### src/rtl/ps2_mouse_pkg.sv
// Shared types and byte constants for the PS/2 mouse init controller.
// Holds the FSM state encoding, the command and response bytes, and the error codes.
package ps2_mouse_pkg;

    typedef enum logic [2:0] {
        ST_IDLE,
        ST_SEND,
        ST_WAIT_TX,
        ST_WAIT_ACK,
        ST_WAIT_BAT,
        ST_WAIT_ID,
        ST_DONE,
        ST_ERROR
    } state_t;

    localparam logic [7:0] CMD_RESET     = 8'hFF;
    localparam logic [7:0] CMD_SET_RATE  = 8'hF3;
    localparam logic [7:0] CMD_SET_RES   = 8'hE8;
    localparam logic [7:0] CMD_EN_STREAM = 8'hF4;

    localparam logic [7:0] RSP_ACK    = 8'hFA;
    localparam logic [7:0] RSP_RESEND = 8'hFE;
    localparam logic [7:0] RSP_BAT_OK = 8'hAA;
    localparam logic [7:0] RSP_ID_STD = 8'h00;

    localparam logic [2:0] ERR_NONE    = 3'd0;
    localparam logic [2:0] ERR_TIMEOUT = 3'd1;
    localparam logic [2:0] ERR_NAK     = 3'd2;
    localparam logic [2:0] ERR_BAT     = 3'd3;
    localparam logic [2:0] ERR_ID      = 3'd4;

    localparam logic [2:0] LAST_STEP = 3'd5;

endpackage

### src/rtl/ps2_timeout_timer.sv
// Watchdog for a single wait: cleared by clr, counts while en is high, saturates at TIMEOUT_CYC.
// expire is combinational and is asserted while enabled and the count has reached the limit.
module ps2_timeout_timer #(
    parameter int unsigned TIMEOUT_CYC = 50_000_000
) (
    input  logic clk,
    input  logic rst,
    input  logic clr,
    input  logic en,
    output logic expire
);

    localparam int W = $clog2(TIMEOUT_CYC + 1);
    localparam logic [W-1:0] LIMIT = W'(TIMEOUT_CYC);

    logic [W-1:0] count;

    always_ff @(posedge clk or posedge rst) begin
        if (rst) begin
            count <= '0;
        end else if (clr) begin
            count <= '0;
        end else if (en && count != LIMIT) begin
            count <= count + W'(1);
        end
    end

    assign expire = en && (count == LIMIT);

endmodule

### src/rtl/ps2_mouse_init_ctrl.sv
// PS/2 mouse power-up sequencer: FF, F3+rate, E8+res, F4 with ACK/BAT/ID checks and retries.
// Owns the transceiver TX path until configuration succeeds, then passes it to stream_FSM.
module ps2_mouse_init_ctrl
    import ps2_mouse_pkg::*;
#(
    parameter int unsigned TIMEOUT_CYC = 50_000_000,
    parameter int unsigned MAX_RETRY   = 3,
    parameter logic [7:0]  SAMPLE_RATE = 8'd100,
    parameter logic [7:0]  RESOLUTION  = 8'd2
) (
    input  logic       clk,
    input  logic       rst,
    input  logic       start,
    input  logic [7:0] rx_data,
    input  logic       rx_done_tick,
    input  logic       tx_done_tick,
    input  logic       s_wr_ps2,
    input  logic [7:0] s_tx_data,
    output logic       wr_ps2,
    output logic [7:0] tx_data,
    output logic       s_rx_done_tick,
    output logic       busy,
    output logic       init_done,
    output logic       init_err,
    output logic [2:0] err_code
);

    localparam int RW = $clog2(MAX_RETRY + 2);

    state_t        state;
    logic [2:0]    step;
    logic [RW-1:0] retry_q;
    logic          wr_int;
    logic [7:0]    tx_int;

    logic          in_wait;
    logic          wait_ev;
    logic          tmr_clr;
    logic          tmr_exp;
    logic          fail_vld;
    logic          fail_resend;
    logic [2:0]    fail_code;
    logic [2:0]    restart_step;

    function automatic logic [7:0] step_byte(input logic [2:0] s);
        case (s)
            3'd0:    step_byte = CMD_RESET;
            3'd1:    step_byte = CMD_SET_RATE;
            3'd2:    step_byte = SAMPLE_RATE;
            3'd3:    step_byte = CMD_SET_RES;
            3'd4:    step_byte = RESOLUTION;
            default: step_byte = CMD_EN_STREAM;
        endcase
    endfunction

    // Any strobe seen in a wait state always moves the FSM, so it also restarts the timer.
    assign in_wait = (state == ST_WAIT_TX) || (state == ST_WAIT_ACK) ||
                     (state == ST_WAIT_BAT) || (state == ST_WAIT_ID);
    assign wait_ev = (state == ST_WAIT_TX) ? tx_done_tick : rx_done_tick;
    assign tmr_clr = !in_wait || wait_ev;

    ps2_timeout_timer #(
        .TIMEOUT_CYC(TIMEOUT_CYC)
    ) u_timer (
        .clk    (clk),
        .rst    (rst),
        .clr    (tmr_clr),
        .en     (in_wait),
        .expire (tmr_exp)
    );

    // Classify retryable failures; a strobe in the same cycle as expiry takes priority.
    always_comb begin
        fail_vld    = 1'b0;
        fail_resend = 1'b0;
        fail_code   = err_code;
        case (state)
            ST_WAIT_ACK: begin
                if (rx_done_tick) begin
                    if (rx_data == RSP_RESEND) begin
                        fail_vld    = 1'b1;
                        fail_resend = 1'b1;
                    end else if (rx_data != RSP_ACK) begin
                        fail_vld  = 1'b1;
                        fail_code = ERR_NAK;
                    end
                end
            end
            ST_WAIT_BAT: begin
                if (rx_done_tick && rx_data != RSP_BAT_OK) begin
                    fail_vld  = 1'b1;
                    fail_code = ERR_BAT;
                end
            end
            default: ;
        endcase
        if (in_wait && !wait_ev && tmr_exp) begin
            fail_vld  = 1'b1;
            fail_code = ERR_TIMEOUT;
        end
    end

    assign restart_step = fail_resend ? step : 3'd0;

    always_ff @(posedge clk or posedge rst) begin
        if (rst) begin
            state     <= ST_IDLE;
            step      <= 3'd0;
            retry_q   <= '0;
            wr_int    <= 1'b0;
            tx_int    <= 8'h00;
            busy      <= 1'b0;
            init_done <= 1'b0;
            init_err  <= 1'b0;
            err_code  <= ERR_NONE;
        end else begin
            wr_int <= 1'b0;
            if (fail_vld) begin
                err_code <= fail_code;
                if (retry_q == RW'(MAX_RETRY)) begin
                    state    <= ST_ERROR;
                    busy     <= 1'b0;
                    init_err <= 1'b1;
                end else begin
                    retry_q <= retry_q + RW'(1);
                    step    <= restart_step;
                    state   <= ST_SEND;
                    wr_int  <= 1'b1;
                    tx_int  <= step_byte(restart_step);
                end
            end else begin
                case (state)
                    ST_IDLE, ST_DONE, ST_ERROR: begin
                        if (start) begin
                            state     <= ST_SEND;
                            step      <= 3'd0;
                            retry_q   <= '0;
                            err_code  <= ERR_NONE;
                            init_done <= 1'b0;
                            init_err  <= 1'b0;
                            busy      <= 1'b1;
                            wr_int    <= 1'b1;
                            tx_int    <= CMD_RESET;
                        end
                    end
                    ST_SEND: state <= ST_WAIT_TX;
                    ST_WAIT_TX: begin
                        if (tx_done_tick) state <= ST_WAIT_ACK;
                    end
                    ST_WAIT_ACK: begin
                        if (rx_done_tick) begin
                            if (step == 3'd0) begin
                                state <= ST_WAIT_BAT;
                            end else if (step == LAST_STEP) begin
                                state     <= ST_DONE;
                                busy      <= 1'b0;
                                init_done <= 1'b1;
                            end else begin
                                step   <= step + 3'd1;
                                state  <= ST_SEND;
                                wr_int <= 1'b1;
                                tx_int <= step_byte(step + 3'd1);
                            end
                        end
                    end
                    ST_WAIT_BAT: begin
                        if (rx_done_tick) state <= ST_WAIT_ID;
                    end
                    ST_WAIT_ID: begin
                        if (rx_done_tick) begin
                            if (rx_data == RSP_ID_STD) begin
                                step   <= 3'd1;
                                state  <= ST_SEND;
                                wr_int <= 1'b1;
                                tx_int <= step_byte(3'd1);
                            end else begin
                                state    <= ST_ERROR;
                                err_code <= ERR_ID;
                                busy     <= 1'b0;
                                init_err <= 1'b1;
                            end
                        end
                    end
                    default: state <= ST_IDLE;
                endcase
            end
        end
    end

    assign wr_ps2         = init_done ? s_wr_ps2  : wr_int;
    assign tx_data        = init_done ? s_tx_data : tx_int;
    assign s_rx_done_tick = rx_done_tick & init_done;

endmodule
### config.mk
export PLATFORM = sky130hd
export DESIGN_NAME = ps2_mouse_init_ctrl
export DESIGN_NICKNAME = d
export VERILOG_FILES = /design/src/rtl/ps2_mouse_pkg.sv /design/src/rtl/ps2_timeout_timer.sv /design/src/rtl/ps2_mouse_init_ctrl.sv
export SDC_FILE = /design/constraint.sdc
export NUM_CORES = 1
export LEC_CHECK = 0
export ABC_AREA = 1
export CAP_MARGIN = 20
export CORE_MARGIN = 2
export CORE_UTILIZATION = 40
export CTS_CLUSTER_SIZE = 10
export DETAILED_ROUTE_END_ITERATION = 8
export PLACE_DENSITY = 0.66
export SYNTH_ARGS = -nofsm -noshare
export SYNTH_HDL_FRONTEND = slang
export SYNTH_HIERARCHICAL = 1
export SYNTH_SLANG_ARGS = --single-unit
export TNS_END_PERCENT = 50
### constraint.sdc
create_clock -name clk -period 5.4 [get_ports clk]
set_clock_uncertainty 0.1 [all_clocks]
set_input_delay 1.08 -clock clk [delete_from_list [all_inputs] [get_ports clk]]
set_output_delay 1.08 -clock clk [all_outputs]
set_load 0.02 [all_outputs]
==> results of run 1 <==
-- worst max-delay path: stages --
cell             delay, ps
clkdlybuf4s50_1        610
nand2_1                 80
inv_1                   70
clkdlybuf4s50_1        590
-- through the flow --
step	hold slack [ps]	cells	utilization (%)	worst slack, ps	instance area, um^2
2_1_floorplan	346	604	-	2870	3900
3_3_place_gp	359	763	45.1	1740	4350
3_5_place_dp	366	763	45.1	1660	4350
4_1_cts	391	771	46.0	1770	4430
5_1_grt	411	773	46.4	1700	4480
6_report	388	773	46.4	1780	4480
-- worst paths after layout --
path                                     end  slack, ps  depth (start not counted)
setup reg to reg            u_timer/count[8]       2800                          8
setup / recovery              s_rx_done_tick       1780                          4
hold reg to reg                    tx_int[7]        390                          2
min in group asynchronous  u_timer/count[16]       1030                          2
max in group asynchronous  u_timer/count[11]       3680                          3
hold / removal                     tx_int[7]        390                          2
-- power by group through the flow --
stage	Clock (mW)	Sequential, mW	Combinational (mW)
floorplan	0	0.523	0.761
global placement	0	0.518	0.990
detailed placement	0	0.520	1.00
CTS	0.233	0.514	1.00
global route	0.247	0.527	1.13
finish	0.222	0.513	0.998
-- state kept, by name (all words and copies together) (netlist names), 3 cells and up --
register	count
u_timer/count	26
tx_int	7
err_code	3
retry_q	3
state	3
step	3
-- logic make-up (layout without fill, tap and decap cells) --
family,after synthesis,after routing,synth area share [%]
and+or+nand+nor,395,395,45.4
adders and majority gates,12,12,3.85
AOI/OAI and AO/OA,51,51,7.31
DFF,49,49,31.4
buffers and inverters,86,122,9.58
xor gates and xnor gates,11,11,2.47
-- routing by layer --
metal | vias to the layer above | track usage (%)
met5 | - | 0
met4 | 0 | 5.57
met3 | 13 | 2.51
met2 | 55 | 34.2
met1 | 1702 | 23.5
li1 | 1966 | -
-- cell usage in the layout, fill, tap and decap left out, drive strengths merged --
cell type      netlist  final
nand2              237    237
nor2                85     85
inv                 75     75
dfrtp               49     49
nand3               46     46
o21ai               38     38
clkdlybuf4s50        0     37
nand4               22     22
ha                  12     12
xor2                11     11
a21oi                7      7
clkbuf               4      5
o211ai               3      3
o21bai               3      3
nor3                 3      3
clkinv               0      2
buf                  7      2
nand3b               1      1
clkinvlp             0      1
and3                 1      1
-- cell usage after synthesis --
library cell | instances | area share [%]
inv_2 | 12 | 1.2
o21ai_2 | 4 | 0.90
buf_4 | 2 | 0.38
nand3_1 | 39 | 5.0
nand4_1 | 22 | 3.5
ha_1 | 12 | 3.8
nor2_4 | 4 | 1.2
buf_12 | 1 | 0.51
clkbuf_1 | 4 | 0.38
nor2_1 | 71 | 6.8
dfrtp_1 | 49 | 31
inv_1 | 63 | 6.1
nand3b_1 | 1 | 0.19
nor3_2 | 1 | 0.26
buf_6 | 2 | 0.58
nand2_4 | 1 | 0.29
nand3_2 | 6 | 1.5
o21bai_1 | 3 | 0.58
and3_1 | 1 | 0.16
nand2_1 | 230 | 22
xor2_1 | 11 | 2.5
nand2_8 | 2 | 1.0
nor2_8 | 1 | 0.51
buf_2 | 1 | 0.13
o21ai_1 | 14 | 1.8
nand3_4 | 1 | 0.45
o211ai_1 | 3 | 0.58
nor2_2 | 9 | 1.4
nor3_1 | 2 | 0.26
nand2_2 | 4 | 0.64
a21oi_1 | 7 | 0.90
buf_8 | 1 | 0.38
o21ai_0 | 20 | 2.6
-- layout make-up --
| cell class | instances | area, um^2 | area share [%] |
|---|---|---|---|
| flip-flops and latches | 49 | 1230 | 27.4 |
| clock buffers | 5 | 68.8 | 1.54 |
| inverters | 75 | 282 | 6.29 |
| repair buffers | 39 | 413 | 9.22 |
| multi-input cells | 469 | 2300 | 51.5 |
| clock inverters | 3 | 17.5 | 0.391 |
| well taps | 133 | 166 | 3.72 |
==> metrics.txt, run 1 <==
core box area=9640 um^2; H-Tree Depth=2; ratio of cells with drive above 1 in the final layout=8.59%; DP Wirelength=7230 um; number of gates resized after CTS=0; PortBufs=37; M1 WL=4300 um; leakage power=2.17 nW; outcome=completed; Setup CP Type=primary input to output port; MaxCap Viol Count=0; GP Congestion=0.912; CTS Hold Bufs=0; Worst EP required=4220 ps; # clock sinks=49; Area Growth Syn to Fin=14.7%; DIE HEIGHT=103 um; min Tclk post-route=3620 ps; Synth Net Count=638; clk slew on worst S/H paths=100 ps; Worst-Margin Slew=778 ps; Initial Util=40.5%; CTS Root Cell=clkbuf_8; CTS tree=built; Ports=38; Peak Freq=276 MHz; Seq/Total Area, Yosys=31.4%; vias in the first global route=3626; total number of vias=3736; Inserted Diodes=0; Setup Viol. Count Final=0; Longest Clk Path Bufs=2; Fin. Hold Viols=0; Post-Syn Area per Cell=6.46 um^2; Comb pwr share=57.6%; Syn. warnings=6; sw frac=48.7%; Die Span X=103 um; clk_lat worst skew=310 ps; Seq pwr share=29.6%; first-pass GRT wire length=16200 um; crit start category=primary input; DR WL/cell=12.0 um; Residual DRC=0; sw power=0.845 mW; Final nets=673; RSZ-0062 raised after global routing=false; setup bufs post-CTS=0; CP max FO=6; period utilization=67.1%; register bit total from synthesis=49; DRT antenna net count=0; metal2 WL=4660 um; synthesized area=3900 um^2; total track usage=18.9%; Slew Viols, Final=0; largest net degree at the start of global routing=27; # rows=36; Clk pwr share=12.8%; grt total ovfl=0; pwr/cell area=387 nW/um^2; setup TNS=0 ps; Reg-to-Reg Start=state[1]; Netlist cell types=33; final wirelength=9310 um; total power=1.73 mW; max layer used=met4; total CTS buffers=5; min-delay src=tx_int[7]; 1st-pass router iterations=4; Die Area=10600 um^2; Worst Path Arrival=2440 ps; Worst Setup SP=rx_done_tick; # fillers=1074; vias per cell=4.83; internal power=0.889 mW; initial antenna violation count=0; Synth Instances=604; Critical Path End Type=output port; Routed met3 length=227 um; Slew headroom=48.1%; VDD IR-drop max=0.000175 V; DR iter-0 viols=97; HP Class=register to register
Note: power is estimated with default switching activity, not from simulation.
==> inputs of run 2 (changes only) <==
==> constraint.sdc (replaced) <==
create_clock -name clk -period 3.48 [get_ports clk]
set_clock_uncertainty 0.1 [all_clocks]
set_input_delay 0.696 -clock clk [delete_from_list [all_inputs] [get_ports clk]]
set_output_delay 0.696 -clock clk [all_outputs]
set_load 0.02 [all_outputs]
==> run 2 against run 1 <==
Critical path depth did not move. Register-to-register slack got worse by 1900 ps. Die area unchanged. First-iteration DRC count increased by 18%. Worst setup slack worse by 1100 ps. Via count grew 1.6%. Non-clock buffer count is 1 higher. Sequential cell count is the same. Hold slack lost 6.2 ps. Critical endpoint unchanged. Largest cell class unchanged. Largest power group unchanged. Highest routed layer unchanged.
==> metrics.txt, run 2 (synthesis results as in run 1) <==
outcome=completed (unchanged); CTS tree=built (unchanged); Fin. Hold Viols=0 (unchanged); Ports=38 (unchanged); number of gates resized after CTS=0 (unchanged); VDD IR-drop max=0.000287 V (was 0.000175 V); setup TNS=0 ps (unchanged); most common cell after layout, fill and taps aside=nand2_1 (unchanged); Worst-Margin Slew=920 ps (was 778 ps); Setup Viol. Count Final=0 (unchanged); R2R cell count=16 (was 8); pre-CTS WS=619 ps (was 1660 ps); CTS Hold Bufs=0 (unchanged); grt total ovfl=0 (unchanged); worst hold slack=382 ps (was 388 ps); Slew headroom=38.6% (was 48.1%); Worst Path Arrival=2050 ps (was 2440 ps); pwr/cell area=618 nW/um^2 (was 387 nW/um^2); PortBufs=37 (unchanged); CTS Root Cell=clkbuf_8 (unchanged); HP Class=register to register (unchanged); total power=2.76 mW (was 1.73 mW); first-pass GRT wire length=16500 um (was 16200 um); Largest regs=u_timer/count x26, tx_int x7 (unchanged); internal power=1.43 mW (was 0.889 mW); Setup CP Type=primary input to output port (unchanged); total number of vias=3797 (was 3736); R2R Path End=tx_int[4] (was u_timer/count[8]); # rows=36 (unchanged); min Tclk post-route=2850 ps; sw power=1.33 mW (was 0.845 mW); Peak Freq=351 MHz; most frequent cells in the layout=nand2_1 (230), nor2_1 (71), inv_1 (63) (unchanged); dpl cells=766 (was 763); ratio of cells with drive above 1 in the final layout=8.74% (was 8.59%); total track usage=19.4% (was 18.9%); RSZ-0062 raised after global routing=false (unchanged); GP Congestion=0.932 (was 0.912); setup bufs post-CTS=0 (unchanged); total CTS buffers=5 (unchanged); sw frac=48.2% (was 48.7%); Reg-to-Reg Start=u_timer/count[0] (was state[1]); clk_lat worst skew=310 ps (about the same); Final nets=674 (was 673); Hold Crit Endpoint=init_err (was tx_int[7]); Residual DRC=0 (unchanged); leakage power=2.17 nW (about the same); vias per cell=4.91 (was 4.83); Worst EP required=2680 ps (was 4220 ps); Slew Viols, Final=0 (unchanged); Die Span X=103 um (unchanged); Area Growth Syn to Fin=14.6% (was 14.7%); 1st-pass router iterations=4 (unchanged); Inserted Diodes=0 (unchanged); MaxCap Viol Count=0 (unchanged); Reg with most FFs=u_timer/count (unchanged); max reg flops=26 (unchanged); DR WL/cell=12.4 um (was 12.0 um); crit start category=primary input (unchanged); min-delay src=init_err (was tx_int[7]); Comb pwr share=57.3% (was 57.6%); vias in the first global route=3594 (was 3626); initial antenna violation count=0 (unchanged); Clk pwr share=13.9% (was 12.8%); period utilization=81.8%; setup ws final=633 ps (was 1780 ps); H-Tree Depth=2 (unchanged); clk slew on worst S/H paths=90 ps (was 100 ps); DR iter-0 viols=114 (was 97); DP Wirelength=7420 um (was 7230 um); largest net degree at the start of global routing=27 (unchanged); Critical Path End Type=output port (unchanged); CP max FO=6 (unchanged); Hold Crit Depth=2 (unchanged); Worst R2R Setup Slack=940 ps (was 2800 ps); Seq pwr share=28.9% (was 29.6%); Finished Layout Cells=774 (was 773); final wirelength=9600 um (was 9310 um); core box area=9640 um^2 (unchanged); Initial Util=40.5% (unchanged); DRT antenna net count=0 (unchanged); Longest Clk Path Bufs=2 (unchanged); Die Area=10600 um^2 (unchanged); DIE HEIGHT=103 um (unchanged); # clock sinks=49 (unchanged)
run 2: changes by cell type in the layout (fill, tap and decap cells not counted):
| cell | before | now |
|---|---|---|
| buf_16 | 1 | 0 |
| buf_4 | 0 | 3 |
| buf_8 | 1 | 0 |
| clkbuf_8 | 5 | 7 |
| clkinv_2 | 2 | 1 |
| clkinvlp_4 | 1 | 0 |
run 2: per-stage QoR:
stage,cell area (um^2),utilization (%)
after detailed placement,4370,45.3
final,4470,46.4
after floorplan,3900,-
after global placement,4370,45.3
after CTS,4470,46.4
after global routing,4470,46.4
run 2: cell type report:
class	instances	area [um^2]
fill	1045	5170
multi-input combinational	469	2300
sequential	49	1230
timing repair buffer	40	393
inverter	75	282
tap	133	166
clock buffer	7	96.3
clock inverter	1	5.00
run 2: power by group through the flow:
stage                     Combinational (mW)  Sequential (mW)  Clock, mW
after CTS                               1.59            0.797      0.402
final                                   1.58            0.797      0.384
after global routing                    1.78            0.815      0.421
after detailed placement                1.59            0.808          0
after floorplan                         1.18            0.812          0
after global placement                  1.57            0.809          0
run 2: worst max path at each step:
stage                     startpoint              to  slack [ps]
CTS                     rx_done_tick  s_rx_done_tick         620
global placement        rx_done_tick  s_rx_done_tick         630
finish                  rx_done_tick  s_rx_done_tick         630
global route            rx_done_tick  s_rx_done_tick         530
floorplan           u_timer/count[0]       tx_int[4]        1330
detailed placement      rx_done_tick       tx_int[1]         620
run 2: critical path, stage by stage:
cell and delay [ps]:
clkdlybuf4s50_1 610, nand2_1 80, inv_1 70, clkdlybuf4s50_1 590
run 2: routing by layer:
metal  up-vias  part of all wire [%]  track usage (%)
li1       1972                     -                -
met1      1745                    45             25.0
met2        70                    50             34.4
met3        10                   3.5             2.78
met4         0                   1.3             4.86
met5         -                     0                0
==> inputs of run 3 (changes only) <==
==> constraint.sdc (replaced) <==
create_clock -name clk -period 2.7 [get_ports clk]
set_clock_uncertainty 0.1 [all_clocks]
set_input_delay 0.54 -clock clk [delete_from_list [all_inputs] [get_ports clk]]
set_output_delay 0.54 -clock clk [all_outputs]
set_load 0.02 [all_outputs]
==> run 3 against run 2 <==
Utilization is 0.29 points higher. Cell area is 0.62% higher. Largest power group unchanged. Sequential share of layout area is 0.14 points lower. Routed wire length is 1.4% higher. First-iteration DRC count is 68% higher. Global-route usage is 0.30 points higher. Sequential power is 28% higher. Non-clock buffer count is 5 higher. Sequential cell count stayed put. Clock power is 19% higher. Worst setup slack worse by 420 ps. Via count is 1.2% higher. Largest cell class unchanged.
==> metrics.txt, run 3 (synthesis results as in run 1) <==
Worst R2R Setup Slack=220 ps (was 940 ps); Worst Path Arrival=2630 ps (was 2050 ps); MaxCap Viol Count=0 (unchanged); Residual DRC=0 (unchanged); min-delay src=tx_int[6] (was init_err); DR WL/cell=12.5 um (was 12.4 um); vias per cell=4.93 (was 4.91); # fillers=1006 (was 1045); crit start category=register (was primary input); Hold Crit Depth=2 (unchanged); clk slew on worst S/H paths=100 ps (was 90 ps); Inserted Diodes=0 (unchanged); CP Cell Sequence=inv_1 > ha_1 > nand2_1 > nor2_1 > and3_1 > nand2_1 > nor2_1 > nand3_4 > inv_2 > nor2_4 > nor2_4 > inv_2 > nand2_8 > inv_2 > nand2_1 > nand2_1 (was clkdlybuf4s50_1 > nand2_1 > inv_1 > clkdlybuf4s50_1); Peak Freq=403 MHz; setup TNS=0 ps (unchanged); total track usage=19.7% (was 19.4%); GP Congestion=0.935 (was 0.932); Reg with most FFs=u_timer/count (unchanged); setup bufs post-CTS=0 (unchanged); H-Tree Depth=2 (unchanged); VDD IR-drop max=0.000439 V (was 0.000287 V); Top Family by Delay on Critical Path=simple AND/OR/NAND/NOR gates (was buffers and inverters); DRT antenna net count=0 (unchanged); Reg-to-Reg Start=u_timer/count[0] (unchanged); Critical Path End Type=register (was output port); CTS Root Cell=clkbuf_8 (unchanged); max reg flops=26 (unchanged); leakage power=2.19 nW (was 2.17 nW); setup ws final=217 ps (was 633 ps); DIE HEIGHT=103 um (unchanged); core box area=9640 um^2 (unchanged); period utilization=92.0%; total power=3.56 mW (was 2.76 mW); Setup CP Type=register to register (was primary input to output port); grt total ovfl=0 (unchanged); Hold Crit Endpoint=tx_int[6] (was init_err); pwr/cell area=791 nW/um^2 (was 618 nW/um^2); Final nets=679 (was 674); Largest regs=u_timer/count x26, tx_int x7 (unchanged); Initial Util=40.5% (unchanged); CP dominant cell by count=nand2_1 (was clkdlybuf4s50_1); Slew headroom=69.2% (was 38.6%); DR iter-0 viols=191 (was 114); post-route cell area=4500 um^2 (was 4470 um^2); Placed Area=4410 um^2 (was 4370 um^2); Slew Viols, Final=0 (unchanged); Ports=38 (unchanged); Die Area=10600 um^2 (unchanged); vias in the first global route=3632 (was 3594); ratio of cells with drive above 1 in the final layout=9.60% (was 8.74%); CTS tree=built (unchanged); pre-CTS WS=66.1 ps (was 619 ps); R2R cell count=16 (unchanged); Longest Clk Path Bufs=2 (unchanged); worst hold slack=388 ps (was 382 ps); # clock sinks=49 (unchanged); CP max FO=17 (was 6); PortBufs=37 (unchanged); Setup Viol. Count Final=0 (unchanged); initial antenna violation count=0 (unchanged); 1st-pass router iterations=5 (was 4); DP Wirelength=7550 um (was 7420 um); total CTS buffers=5 (unchanged); most frequent cells in the layout=nand2_1 (230), nor2_1 (71), inv_1 (63) (unchanged); RSZ-0062 raised after global routing=false (unchanged); HP Class=register to register (unchanged); Worst EP required=2840 ps (was 2680 ps); # rows=36 (unchanged); total number of vias=3842 (was 3797); R2R Path End=tx_int[7] (was tx_int[4]); final wirelength=9740 um (was 9600 um); Worst-Margin Slew=460 ps (was 920 ps); crit-path max cell delay=440 ps (was 610 ps); first-pass GRT wire length=16800 um (was 16500 um); clk_lat worst skew=310 ps (about the same); Slowest cell on crit path=dfrtp_1 (was clkdlybuf4s50_1); most common cell after layout, fill and taps aside=nand2_1 (unchanged); outcome=completed (unchanged); min Tclk post-route=2480 ps; Fin. Hold Viols=0 (unchanged); Area Growth Syn to Fin=15.3% (was 14.6%); largest net degree at the start of global routing=27 (unchanged); Die Span X=103 um (unchanged); CP bufs+invs=4 (was 3)
run 3: cell type report:
class                           count  area [um^2]  area share (%)
Clock inverter                      3         21.3           0.473
Timing Repair Buffer               45          430            9.57
Tap cell                          133          166            3.70
Sequential cell                    49         1230            27.3
Clock buffer                        5         68.8            1.53
Multi-Input combinational cell    469         2300            51.2
Inverter                           75          282            6.26
run 3: repair_timing:
action                     CTS  global route
gates resized for setup      0             1
hold buffers                 0             0
setup endpoints to repair    0             1
run 3: stage by stage:
| stage | std cells | util [%] |
|---|---|---|
| 3_3_place_gp | 771 | 45.7 |
| 5_1_grt | 779 | 46.7 |
| 2_1_floorplan | 604 | - |
| 6_report | 779 | 46.7 |
| 4_1_cts | 779 | 46.7 |
| 3_5_place_dp | 771 | 45.7 |
run 3: routing by layer:
layer  track usage (%)  part of all wire [%]
met5                 0                     0
met4              6.48                   2.0
met3              2.78                   4.1
met2              33.9                    49
met1              25.6                    44
run 3: how the worst max path moves through the flow:
stage / startpoint / endpoint / slack [ps] / cells past startpoint
after CTS: init_done / tx_data[6] / 150 / 4
after global routing: u_timer/count[0] / tx_int[7] / 20 / 16
after global placement: rx_data[5] / tx_int[4] / 150 / 12
final: u_timer/count[0] / tx_int[7] / 220 / 16
after floorplan: u_timer/count[0] / tx_int[4] / 550 / 16
after detailed placement: rx_data[5] / tx_int[7] / 70 / 13
run 3: worst reg2reg max path: stages, from the launching register on:
cell     delay (ps)
dfrtp_1         440
inv_1            80
ha_1            240
nand2_1          80
nor2_1           40
and3_1          180
nand2_1         100
nor2_1           80
nand3_4         130
inv_2            60
nor2_4          310
nor2_4           80
inv_2           140
nand2_8         120
inv_2           110
nand2_1          50
nand2_1          70
run 3: report_power, final:
group / leakage (nW) / switching, mW / total [mW] / internal [mW]
sequential: 0.651 / 0.126 / 1.02 / 0.898
clock: 0.0445 / 0.272 / 0.456 / 0.185
combinational: 1.49 / 1.34 / 2.08 / 0.742
